### src/rtl/embedding_pkg.sv
// Shared types and helpers for the embedding weight streamer.
// Holds the FSM state encoding and a clog2 that never returns zero.
package embedding_pkg;

    localparam int DATA_W_DEF = 8;

    typedef enum logic {
        IDLE   = 1'b0,
        STREAM = 1'b1
    } state_e;

    function automatic int clog2_min1(input int n);
        return (n <= 2) ? 1 : $clog2(n);
    endfunction

endpackage

### src/rtl/embedding_wt_mem.sv
// Register-array weight store: one write port, LANES-wide combinational read.
// Contents clear asynchronously on reset.
module embedding_wt_mem
    import embedding_pkg::*;
#(
    parameter int DATA_W = DATA_W_DEF,
    parameter int DEPTH  = 16,
    parameter int LANES  = 2,
    parameter int ADDR_W = $clog2(DEPTH),
    parameter int BEAT_W = 1
) (
    input  logic                    clk,
    input  logic                    rst,
    input  logic                    we_i,
    input  logic [ADDR_W-1:0]       waddr_i,
    input  logic [DATA_W-1:0]       wdata_i,
    input  logic [BEAT_W-1:0]       rd_beat_i,
    output logic [LANES*DATA_W-1:0] rd_data_o
);

    localparam int IDX_W = clog2_min1(DEPTH);

    logic [DATA_W-1:0] weights_q [DEPTH];
    logic [IDX_W-1:0]  rd_idx;

    // Addresses past the end of the array are dropped rather than aliased.
    always_ff @(posedge clk or posedge rst) begin
        if (rst) begin
            for (int i = 0; i < DEPTH; i++) begin
                weights_q[i] <= '0;
            end
        end else if (we_i && (32'(waddr_i) < DEPTH)) begin
            weights_q[waddr_i[IDX_W-1:0]] <= wdata_i;
        end
    end

    always_comb begin
        rd_data_o = '0;
        rd_idx    = '0;
        for (int k = 0; k < LANES; k++) begin
            rd_idx = IDX_W'(int'(rd_beat_i) * LANES + k);
            rd_data_o[k*DATA_W +: DATA_W] = weights_q[rd_idx];
        end
    end

endmodule

### src/rtl/embedding_wt_streamer.sv
// Loadable weight store that streams LANES weights per beat, repeating the
// whole set num_pass times per start command, over a valid/ready port.
module embedding_wt_streamer
    import embedding_pkg::*;
#(
    parameter int DATA_W = DATA_W_DEF,
    parameter int DEPTH  = 16,
    parameter int LANES  = 2,
    parameter int PASS_W = 8,
    parameter int ADDR_W = $clog2(DEPTH)
) (
    input  logic                    clk,
    input  logic                    rst,
    input  logic                    wr_en,
    input  logic [ADDR_W-1:0]       wr_addr,
    input  logic [DATA_W-1:0]       wr_data,
    input  logic                    start,
    input  logic [PASS_W-1:0]       num_pass,
    output logic                    out_valid,
    input  logic                    out_ready,
    output logic [LANES*DATA_W-1:0] out_data,
    output logic                    out_last,
    output logic                    out_final,
    output logic                    busy,
    output logic                    done
);

    localparam int BEATS  = DEPTH / LANES;
    localparam int BEAT_W = clog2_min1(BEATS);
    localparam logic [BEAT_W-1:0] LAST_BEAT = BEAT_W'(BEATS - 1);

    state_e                  state_q, state_d;
    logic [BEAT_W-1:0]       beat_q, beat_d;
    logic [PASS_W-1:0]       pass_q, pass_d;
    logic [PASS_W-1:0]       npass_q, npass_d;
    logic                    valid_q, valid_d;
    logic [LANES*DATA_W-1:0] data_q, data_d;
    logic                    last_q, last_d;
    logic                    final_q, final_d;
    logic                    done_q, done_d;
    logic                    load;
    logic                    mem_we;
    logic [LANES*DATA_W-1:0] rd_data;

    // A start in the same cycle wins over a write.
    assign mem_we = (state_q == IDLE) && wr_en && !start;

    embedding_wt_mem #(
        .DATA_W (DATA_W),
        .DEPTH  (DEPTH),
        .LANES  (LANES),
        .ADDR_W (ADDR_W),
        .BEAT_W (BEAT_W)
    ) u_mem (
        .clk       (clk),
        .rst       (rst),
        .we_i      (mem_we),
        .waddr_i   (wr_addr),
        .wdata_i   (wr_data),
        .rd_beat_i (beat_d),
        .rd_data_o (rd_data)
    );

    always_comb begin
        state_d = state_q;
        beat_d  = beat_q;
        pass_d  = pass_q;
        npass_d = npass_q;
        valid_d = valid_q;
        done_d  = 1'b0;
        load    = 1'b0;
        case (state_q)
            IDLE: begin
                if (start) begin
                    if (num_pass != '0) begin
                        state_d = STREAM;
                        npass_d = num_pass;
                        beat_d  = '0;
                        pass_d  = '0;
                        valid_d = 1'b1;
                        load    = 1'b1;
                    end else begin
                        done_d = 1'b1;
                    end
                end
            end
            STREAM: begin
                if (valid_q && out_ready) begin
                    if (beat_q != LAST_BEAT) begin
                        beat_d = beat_q + BEAT_W'(1);
                        load   = 1'b1;
                    end else if (pass_q != npass_q - PASS_W'(1)) begin
                        beat_d = '0;
                        pass_d = pass_q + PASS_W'(1);
                        load   = 1'b1;
                    end else begin
                        state_d = IDLE;
                        valid_d = 1'b0;
                        done_d  = 1'b1;
                    end
                end
            end
            default: state_d = IDLE;
        endcase
    end

    // Output register: refill on every accepted beat, otherwise hold.
    always_comb begin
        data_d  = data_q;
        last_d  = last_q;
        final_d = final_q;
        if (load) begin
            data_d  = rd_data;
            last_d  = (beat_d == LAST_BEAT);
            final_d = last_d && (pass_d == npass_d - PASS_W'(1));
        end else if (!valid_d) begin
            last_d  = 1'b0;
            final_d = 1'b0;
        end
    end

    always_ff @(posedge clk or posedge rst) begin
        if (rst) begin
            state_q <= IDLE;
            beat_q  <= '0;
            pass_q  <= '0;
            npass_q <= '0;
            valid_q <= 1'b0;
            data_q  <= '0;
            last_q  <= 1'b0;
            final_q <= 1'b0;
            done_q  <= 1'b0;
        end else begin
            state_q <= state_d;
            beat_q  <= beat_d;
            pass_q  <= pass_d;
            npass_q <= npass_d;
            valid_q <= valid_d;
            data_q  <= data_d;
            last_q  <= last_d;
            final_q <= final_d;
            done_q  <= done_d;
        end
    end

    assign out_valid = valid_q;
    assign out_data  = data_q;
    assign out_last  = last_q;
    assign out_final = final_q;
    assign busy      = (state_q == STREAM);
    assign done      = done_q;

endmodule

### config.mk
export PLATFORM = sky130hd
export DESIGN_NAME = embedding_wt_streamer
export DESIGN_NICKNAME = d
export VERILOG_FILES = /design/src/rtl/embedding_pkg.sv /design/src/rtl/embedding_wt_mem.sv /design/src/rtl/embedding_wt_streamer.sv
export SDC_FILE = /design/constraint.sdc
export NUM_CORES = 1
export LEC_CHECK = 0
export CORE_UTILIZATION = 65
export CTS_CLUSTER_DIAMETER = 200
export DETAILED_ROUTE_END_ITERATION = 10
export HOLD_SLACK_MARGIN = 0.05
export PLACE_DENSITY = 0.86
export REMOVE_ABC_BUFFERS = 1
export SLEW_MARGIN = 20
export SYNTH_ARGS = -nofsm -noshare
export SYNTH_HDL_FRONTEND = slang
export SYNTH_HIERARCHICAL = 1
export SYNTH_SLANG_ARGS = --single-unit
### constraint.sdc
create_clock -name clk -period 10.92 [get_ports clk]
set_clock_uncertainty 0.1 [all_clocks]
set_input_delay 1.092 -clock clk [delete_from_list [all_inputs] [get_ports clk]]
set_output_delay 1.092 -clock clk [all_outputs]
set_load 0.1 [all_outputs]
Word level (Yosys, flattened, before mapping)
Cells that the tools add are included.
{"block": "word_totals", "register_bits": 168, "out_inout_bits": 21}
{"block": "op_classes", "add_sub_neg": 5, "magnitude_cmp": 4, "n_eq_ne": 5, "n_mux": 47, "n_bitwise": 4, "reduce_logical": 7}
{"cell": "bitwise mux 128 bit", "count": 1}
{"cell": "2-to-1 mux 8 bit", "count": 13}
{"cell": "binary-select mux 8 bit (select 4 bit)", "count": 2}
{"cell": "demux 8 bit (select 4 bit)", "count": 1}
{"cell": "2-to-1 mux 1 bit", "count": 19}
{"cell": "one-hot mux 8 bit (2 select lines)", "count": 1}
{"cell": "subtractor 8 x 1 -> 8 bit (second input constant)", "count": 2}
{"cell": ">= comparator 5 bit (second input constant)", "count": 3}
{"cell": "2-to-1 mux 3 bit", "count": 5}
{"cell": "inverter 4 -> 5 bit", "count": 3}
{"cell": "adder 8 x 1 -> 8 bit (second input constant)", "count": 1}
{"cell": "== test 8 bit", "count": 1}
{"cell": "inequality test 8 bit", "count": 1}
{"cell": "one-hot mux 1 bit (2 select lines)", "count": 4}
{"cell": "nonzero test 8 bit", "count": 1}
{"cell": "one-hot mux 3 bit (2 select lines)", "count": 1}
{"cell": "logical AND 1 bit", "count": 5}
{"cell": "less-than comparator 5 x 1 -> 1 bit (second input constant)", "count": 1}
{"cell": "adder 4 x 1 -> 4 bit (second input constant)", "count": 1}
{"cell": "adder 3 x 1 -> 3 bit (second input constant)", "count": 1}
{"cell": "== test 3 bit (second input constant)", "count": 1}
{"cell": "inequality test 3 bit (second input constant)", "count": 1}
{"cell": "inequality test 2 x 1 -> 1 bit (second input constant)", "count": 1}
{"cell": "zero test 1 bit", "count": 1}
{"cell": "inverter 1 bit", "count": 1}

Logic depth before layout (Yosys ltp)
{"block": "logic_depth", "word_depth": 11, "ltp_mapped": 16, "depth_no_buf": 12}

Hierarchy
Netlist, hierarchy kept.
{"mod": "embedding_wt_mem", "n_inst": 1, "cells_each": 353, "area_each_um2": 5905.7, "seq_area_each_um2": 3203.1}
{"mod": "embedding_wt_streamer", "n_inst": 1, "cells_each": 227, "area_each_um2": 2373.5, "seq_area_each_um2": 1001.0}

Least setup slack after synthesis
OpenSTA, ideal clock, no wires.
{"block": "synth_timing", "kind": "register -> register", "from": "register npass_q[1]", "to": "register data_q[0] (netlist: out_data[0])", "setup_ns": 0.126, "t_arrival_ns": 3.831, "required_time_ns": 10.694, "setup_slack_ns": 6.863, "path_stages_with_launch": 16, "path_buffers": 4, "period_less_slack_ns": 4.057, "cell_sequence": "dfrtp_1 or4_4 nor4_1 nor3_2 a2111oi_4 buf_6 nand2_1 nand3_1 mux2_2 a22o_1 buf_2 buf_6 buf_2 mux4_2 mux2_2 mux2_2"}
{"block": "synth_between", "elab_chain_len": 10}
{"item": "start, declared", "line_no": "embedding_wt_streamer.sv:35", "text": "logic [PASS_W-1:0] npass_q, npass_d;"}
{"item": "start signal, assigned", "line_no": "embedding_wt_streamer.sv:137", "text": "npass_q <= npass_d;"}
{"item": "subtractor 8 x 1 -> 8 bit", "line_no": "embedding_wt_streamer.sv:92", "text": "end else if (pass_q != npass_q - PASS_W'(1)) begin"}
{"item": "inequality test 8 bit", "line_no": "embedding_wt_streamer.sv:92"}
{"item": "2-to-1 mux 3 bit", "line_no": "embedding_wt_streamer.sv:92"}
{"item": "2-to-1 mux 3 bit", "line_no": "embedding_wt_streamer.sv:89", "text": "if (beat_q != LAST_BEAT) begin"}
{"item": "2-to-1 mux 3 bit", "line_no": "embedding_wt_streamer.sv:88", "text": "if (valid_q && out_ready) begin"}
{"item": "one-hot mux 3 bit (2 select lines)", "line_no": "embedding_wt_streamer.sv:72", "text": "case (state_q)"}
{"item": "named net beat_d[0]", "line_no": "embedding_wt_streamer.sv:33", "text": "logic [BEAT_W-1:0] beat_q, beat_d;"}
{"item": "inverter 4 -> 5 bit (not written as such)", "line_no": "embedding_wt_mem.sv:42", "text": "rd_data_o[k*DATA_W +: DATA_W] = weights_q[rd_idx];"}
{"item": "binary-select mux 8 bit (select 4 bit)", "line_no": "embedding_wt_mem.sv:42"}
{"item": "2-to-1 mux 8 bit (not written as such) (2 in a row)", "line_no": "embedding_wt_mem.sv:42"}
{"item": "named net rd_data[0]", "line_no": "embedding_wt_streamer.sv:43", "text": "logic [LANES*DATA_W-1:0] rd_data;"}
{"item": "end signal, assigned", "line_no": "embedding_wt_streamer.sv:139", "text": "data_q <= data_d;"}
{"item": "end, declared", "line_no": "embedding_wt_streamer.sv:37", "text": "logic [LANES*DATA_W-1:0] data_q, data_d;"}
The timed path passes the listed nets, and every way through them passes these cells. The select of a mux whose other input is x is not followed.
A chain may end at the register's enable or synchronous reset.

Worst setup path after layout
{"block": "layout_timing", "from": "register npass_q[1]", "to": "register data_q[15] (netlist: out_data[15])"}
{"block": "layout_between", "elab_chain_len": 11}
{"item": "subtractor 8 x 1 -> 8 bit", "line_no": "embedding_wt_streamer.sv:92"}
{"item": "inequality test 8 bit", "line_no": "embedding_wt_streamer.sv:92"}
{"item": "2-to-1 mux 3 bit", "line_no": "embedding_wt_streamer.sv:92"}
{"item": "2-to-1 mux 3 bit", "line_no": "embedding_wt_streamer.sv:89"}
{"item": "2-to-1 mux 3 bit", "line_no": "embedding_wt_streamer.sv:88"}
{"item": "one-hot mux 3 bit (2 select lines)", "line_no": "embedding_wt_streamer.sv:72"}
{"item": "named net beat_d[0]", "line_no": "embedding_wt_streamer.sv:33"}
{"item": "adder 4 x 1 -> 4 bit", "line_no": "embedding_wt_mem.sv:41", "text": "rd_idx = IDX_W'(int'(rd_beat_i) * LANES + k);"}
{"item": "inverter 4 -> 5 bit (not written as such)", "line_no": "embedding_wt_mem.sv:42"}
{"item": "binary-select mux 8 bit (select 4 bit)", "line_no": "embedding_wt_mem.sv:42"}
{"item": "2-to-1 mux 8 bit (not written as such) (2 in a row)", "line_no": "embedding_wt_mem.sv:42"}
{"item": "named net rd_data[15]", "line_no": "embedding_wt_streamer.sv:43"}
The timed path passes the listed nets, and every way through them passes these cells. The select of a mux whose other input is x is not followed.

==> flow_results.org <==
** Status
- The run finished with clean final reports.

** Pwr
- Of the total power, the share spent switching nets is 0.294.
- The share of total power dissipated in sequential elements is 0.422.
- Dividing total power by cell area gives a power density of 172 mW/mm^2.
- Of the total power, combinational logic draws 0.216.
- Peak supply drop :: 0.129 mV
- Switch Pwr :: 0.000475 W
- Cell internal power was estimated by the tool at 0.00114 W.
- Clk network pwr share :: 0.362
- Overall power consumption :: 0.00161 W
- Summed over all cells, the static leakage comes to 4.42 nW.

** GRT
- First-pass GRT wire length :: 29.1 mm
- For this run, the total global-route usage over all layers was measured as 0.303.
- Entering global routing, the biggest net connects 84 pins.
- Vias in the first global route :: 5380
- The total overflow left after global routing is 0.
- The initial antenna violation count is 0.

** Clock network
- Post-cts gate resize count :: 0
- Clock latency on the worst-skew pair, taken at its later pin, is 430 ps.
- In this run the deepest clock path goes through 2 buffers.
- TritonCTS built the clock tree.
- After clock tree synthesis, the clock-pin slew on the worst setup and hold paths is 60 ps.
- After clock tree synthesis, the flow added hold-fix buffers numbering 0.
- Setup fix buffers added after clock tree synthesis :: 0
- Root buffer cell :: sky130_fd_sc_hd__clkbuf_16
- Clock tree synthesis inserted a total of 17 buffers.
- CTS built an H-tree with a depth of 4.
- Clock sink total :: 168

** Setup path
- Setup CP Type :: flip-flop to flip-flop
- The number of cells on the worst reg-to-reg path is 13.
- In this design, the critical path's most frequently occurring cell is sky130_fd_sc_hd__mux2_2.
- Req. time, crit path :: 11130 ps
- Buffers and inverters on the worst path :: 2
- Crit-path max cell delay :: 590 ps
- In this design, the largest share of critical-path delay is due to simple AND/OR/NAND/NOR gates.
- CP Capture Type :: flip-flop
- Slowest CP cell :: sky130_fd_sc_hd__or4_4
- Critical register-to-register path endpoint :: out_data[15]$_DFFE_PP0P_
- Critical path data arrival time :: 4740 ps
- The critical path goes through or4_4 > nor4_1 > nor3_2 > a2111oi_4 > buf_4 > nand2_1 > nand3_1 > mux2_2 > a22o_2 > buf_4 > mux4_2 > mux2_2 > mux2_2.
- The worst setup path is launched from a flip-flop.
- Along the worst path, the maximum fanout reaches 33.
- R2R Path Start :: npass_q[1]$_DFF_PP0_
- The setup check on the worst reg-to-reg path leaves a slack of 6390 ps.

** Floorplanning
- Top-level I/O count :: 46
- The floorplan step set the die height to 115 um.
- The floorplan has 40 rows.
- The die covers 0.0132 sq mm.
- Starting Density :: 0.678
- From left edge to right edge, the die measures 115 um.
- Area of the core region :: 0.0122 sq mm

** Routing
- After detailed routing, the number of remaining DRC violations is 0.
- Per-cell via count in the routed design :: 6.39
- DRT antenna net count :: 0
- Count of routing violations after the opening detailed-route iteration :: 329
- Post-Route WL :: 18.0 mm
- The first detailed-routing pass ran for 6 iterations.
- Post-detailed-route wirelength per cell :: 22.6 um
- The detailed router placed 5101 vias in this run.

** Worst hold path
- Along the worst hold path, the cell count comes to 1.
- Min-Delay Startpoint :: out_data[3]$_DFFE_PP0P_
- In this run the worst hold path is classified as flip-flop to flip-flop.
- End point of the worst hold path :: out_data[3]$_DFFE_PP0P_

** Placed design
- HPWL after detailed placement :: 11.4 mm
- Weighted congestion reported at the end of routability-driven placement :: 0.872
- Count of buffers from port buffering :: 45
- Dpl cell area :: 0.00880 sq mm

** Cells and area
- Final Net Count :: 647
- Share of final-layout standard cells stronger than drive strength 1 :: 0.411
- Area grow syn2layout :: 13.3%
- ANT cells :: 0
- Most frequent standard cell in the layout excluding fill and tap cells :: sky130_fd_sc_hd__dfrtp_1
- Most used cells in the layout excluding fill and tap cells :: 168 x sky130_fd_sc_hd__dfrtp_1, 146 x sky130_fd_sc_hd__mux2_2, 45 x sky130_fd_sc_hd__clkdlybuf4s50_1
- Final design area excluding fillers :: 0.00938 sq mm

** Flow run
- Max-cap violations in this run came to 0.

** Logic synthesis
- Mux cell area share after synthesis :: 0.326
- Syn_area_per_cell :: 14.3 sq um
- The synthesized design spends more area on one cell type than any other, namely sky130_fd_sc_hd__dfrtp_1.
- Combinational family with the most area after synthesis :: multiplexers
- Yosys mapped a number of flops with a built-in enable equal to 0.
- Share of synthesized registers carrying an async set or reset :: 1.00
- Number of distinct library cell variants in the gate-level netlist after synthesis :: 56
- Fraction of synthesized cell area taken by the top area cell type :: 0.508
- The mapped netlist covers 0.00828 sq mm.
- Fraction of synthesized cell area in xor and xnor cells :: 0.0201
- After synthesis, the cell types taking the most area are sky130_fd_sc_hd__dfrtp_1 51%, sky130_fd_sc_hd__mux2_2 20%, sky130_fd_sc_hd__mux4_2 8.7%.
- For this run, the leading register cell type out of synthesis is sky130_fd_sc_hd__dfrtp_1.
- Of the total synthesized cell area, the portion taken by AND, OR, NAND and NOR gates is 0.0719.
- Synthesized netlist cell count :: 580
- The complex-gate fraction of the synthesized area is 0.0376.
- The synthesized design contains 168 register bits.
- Yosys warns :: 6
- Portion of the post-synthesis area used by sequential elements :: 0.508
- Post-Synth Adder-Cell Area :: 0.00756

** Timing
- Final total negative setup slack :: 0 ps
- Total of endpoints with negative setup slack in the final report :: 0
- Final Max Tran Viols :: 0
- At the pin with the least slew margin, the transition time is 1020 ps.
- Setup repair after global routing left no endpoint under its margin.
- After layout, the minimum clock period comes to 4530 ps.
- Hold violation total from the final report :: 0
- In the finished design, the share of the clock period the worst path needs comes to 0.415.
- Headroom to the max-slew limit came out at 0.318.
- Maximum frequency from static timing analysis :: 0.221 GHz
## per-layer routing
metal / part of all wire / GRT usage / vias up
met5: 0 / 0 / -
met4: 0.019 / 0.126 / 0
met3: 0.064 / 0.0611 / 25
met2: 0.51 / 0.500 / 163
met1: 0.40 / 0.395 / 2688
li1: - / - / 2225
## cell usage after synthesis, types with 7 or more instances
| cell | instances |
|---|---|
| sky130_fd_sc_hd__a22o_1 | 7 |
| sky130_fd_sc_hd__buf_2 | 10 |
| sky130_fd_sc_hd__clkbuf_1 | 14 |
| sky130_fd_sc_hd__dfrtp_1 | 168 |
| sky130_fd_sc_hd__inv_1 | 15 |
| sky130_fd_sc_hd__mux2_2 | 146 |
| sky130_fd_sc_hd__mux2_4 | 16 |
| sky130_fd_sc_hd__mux4_2 | 32 |
| sky130_fd_sc_hd__nand2_1 | 17 |
| sky130_fd_sc_hd__nand3_1 | 9 |
| sky130_fd_sc_hd__nor2_1 | 11 |
| sky130_fd_sc_hd__nor2_2 | 9 |
| sky130_fd_sc_hd__xnor2_1 | 13 |
## state kept, by name, indices dropped and copies added (netlist names), 3 cells and up
| register | count |
|---|---|
| out_data | 16 |
| npass_q | 8 |
| u_mem/weights_q | 128 |
| beat_q | 3 |
| pass_q | 8 |
## power by group through the flow
stage | clock, W | sequential [W] | combinational [W]
detailed placement | 0 | 0.000691 | 0.000346
global placement | 0 | 0.000688 | 0.000337
floorplan | 0 | 0.000720 | 0.000217
CTS | 0.000593 | 0.000680 | 0.000350
global route | 0.000616 | 0.000684 | 0.000372
finish | 0.000585 | 0.000681 | 0.000348
## worst max path at each step
stage	from	to	slack, ps	depth (start not counted)
3_3_place_gp	num_pass[3]	out_data[7]$_DFFE_PP0P_	6240	9
5_1_grt	npass_q[1]$_DFF_PP0_	out_data[15]$_DFFE_PP0P_	6160	13
2_1_floorplan	npass_q[1]$_DFF_PP0_	out_data[15]$_DFFE_PP0P_	5990	11
4_1_cts	npass_q[1]$_DFF_PP0_	out_data[15]$_DFFE_PP0P_	6410	13
3_5_place_dp	num_pass[3]	out_data[6]$_DFFE_PP0P_	6160	9
6_report	npass_q[1]$_DFF_PP0_	out_data[15]$_DFFE_PP0P_	6390	13
## layout make-up
class | count | area, sq um
flip-flops and latches | 168 | 4200
multi-input cells | 365 | 3840
fillers | 736 | 2830
repair buffers | 50 | 492
clock buffers | 22 | 474
well taps | 168 | 210
clock inverters | 10 | 100
inverters | 15 | 58.8
## per-stage QoR
stage          utilization  hold slack, ps  setup WS, ps  std cells
5_1_grt              0.768             418          6160        798
6_report             0.768             403          6390        798
4_1_cts              0.768             405          6410        798
2_1_floorplan            -             374          5990        548
3_3_place_gp         0.721             381          6240        766
3_5_place_dp         0.721             391          6160        766
## cells by family (layout without fill, tap and decap cells)
| group | after synthesis | in the layout |
|---|---|---|
| muxes | 202 | 202 |
| xor gates and xnor gates | 19 | 19 |
| AOI/OAI and AO/OA | 38 | 38 |
| DFF | 168 | 168 |
| buffers and inverters | 47 | 97 |
| and+or+nand+nor | 101 | 101 |
| adders and majority gates | 5 | 5 |
Note: power is estimated with default switching activity, not from simulation.
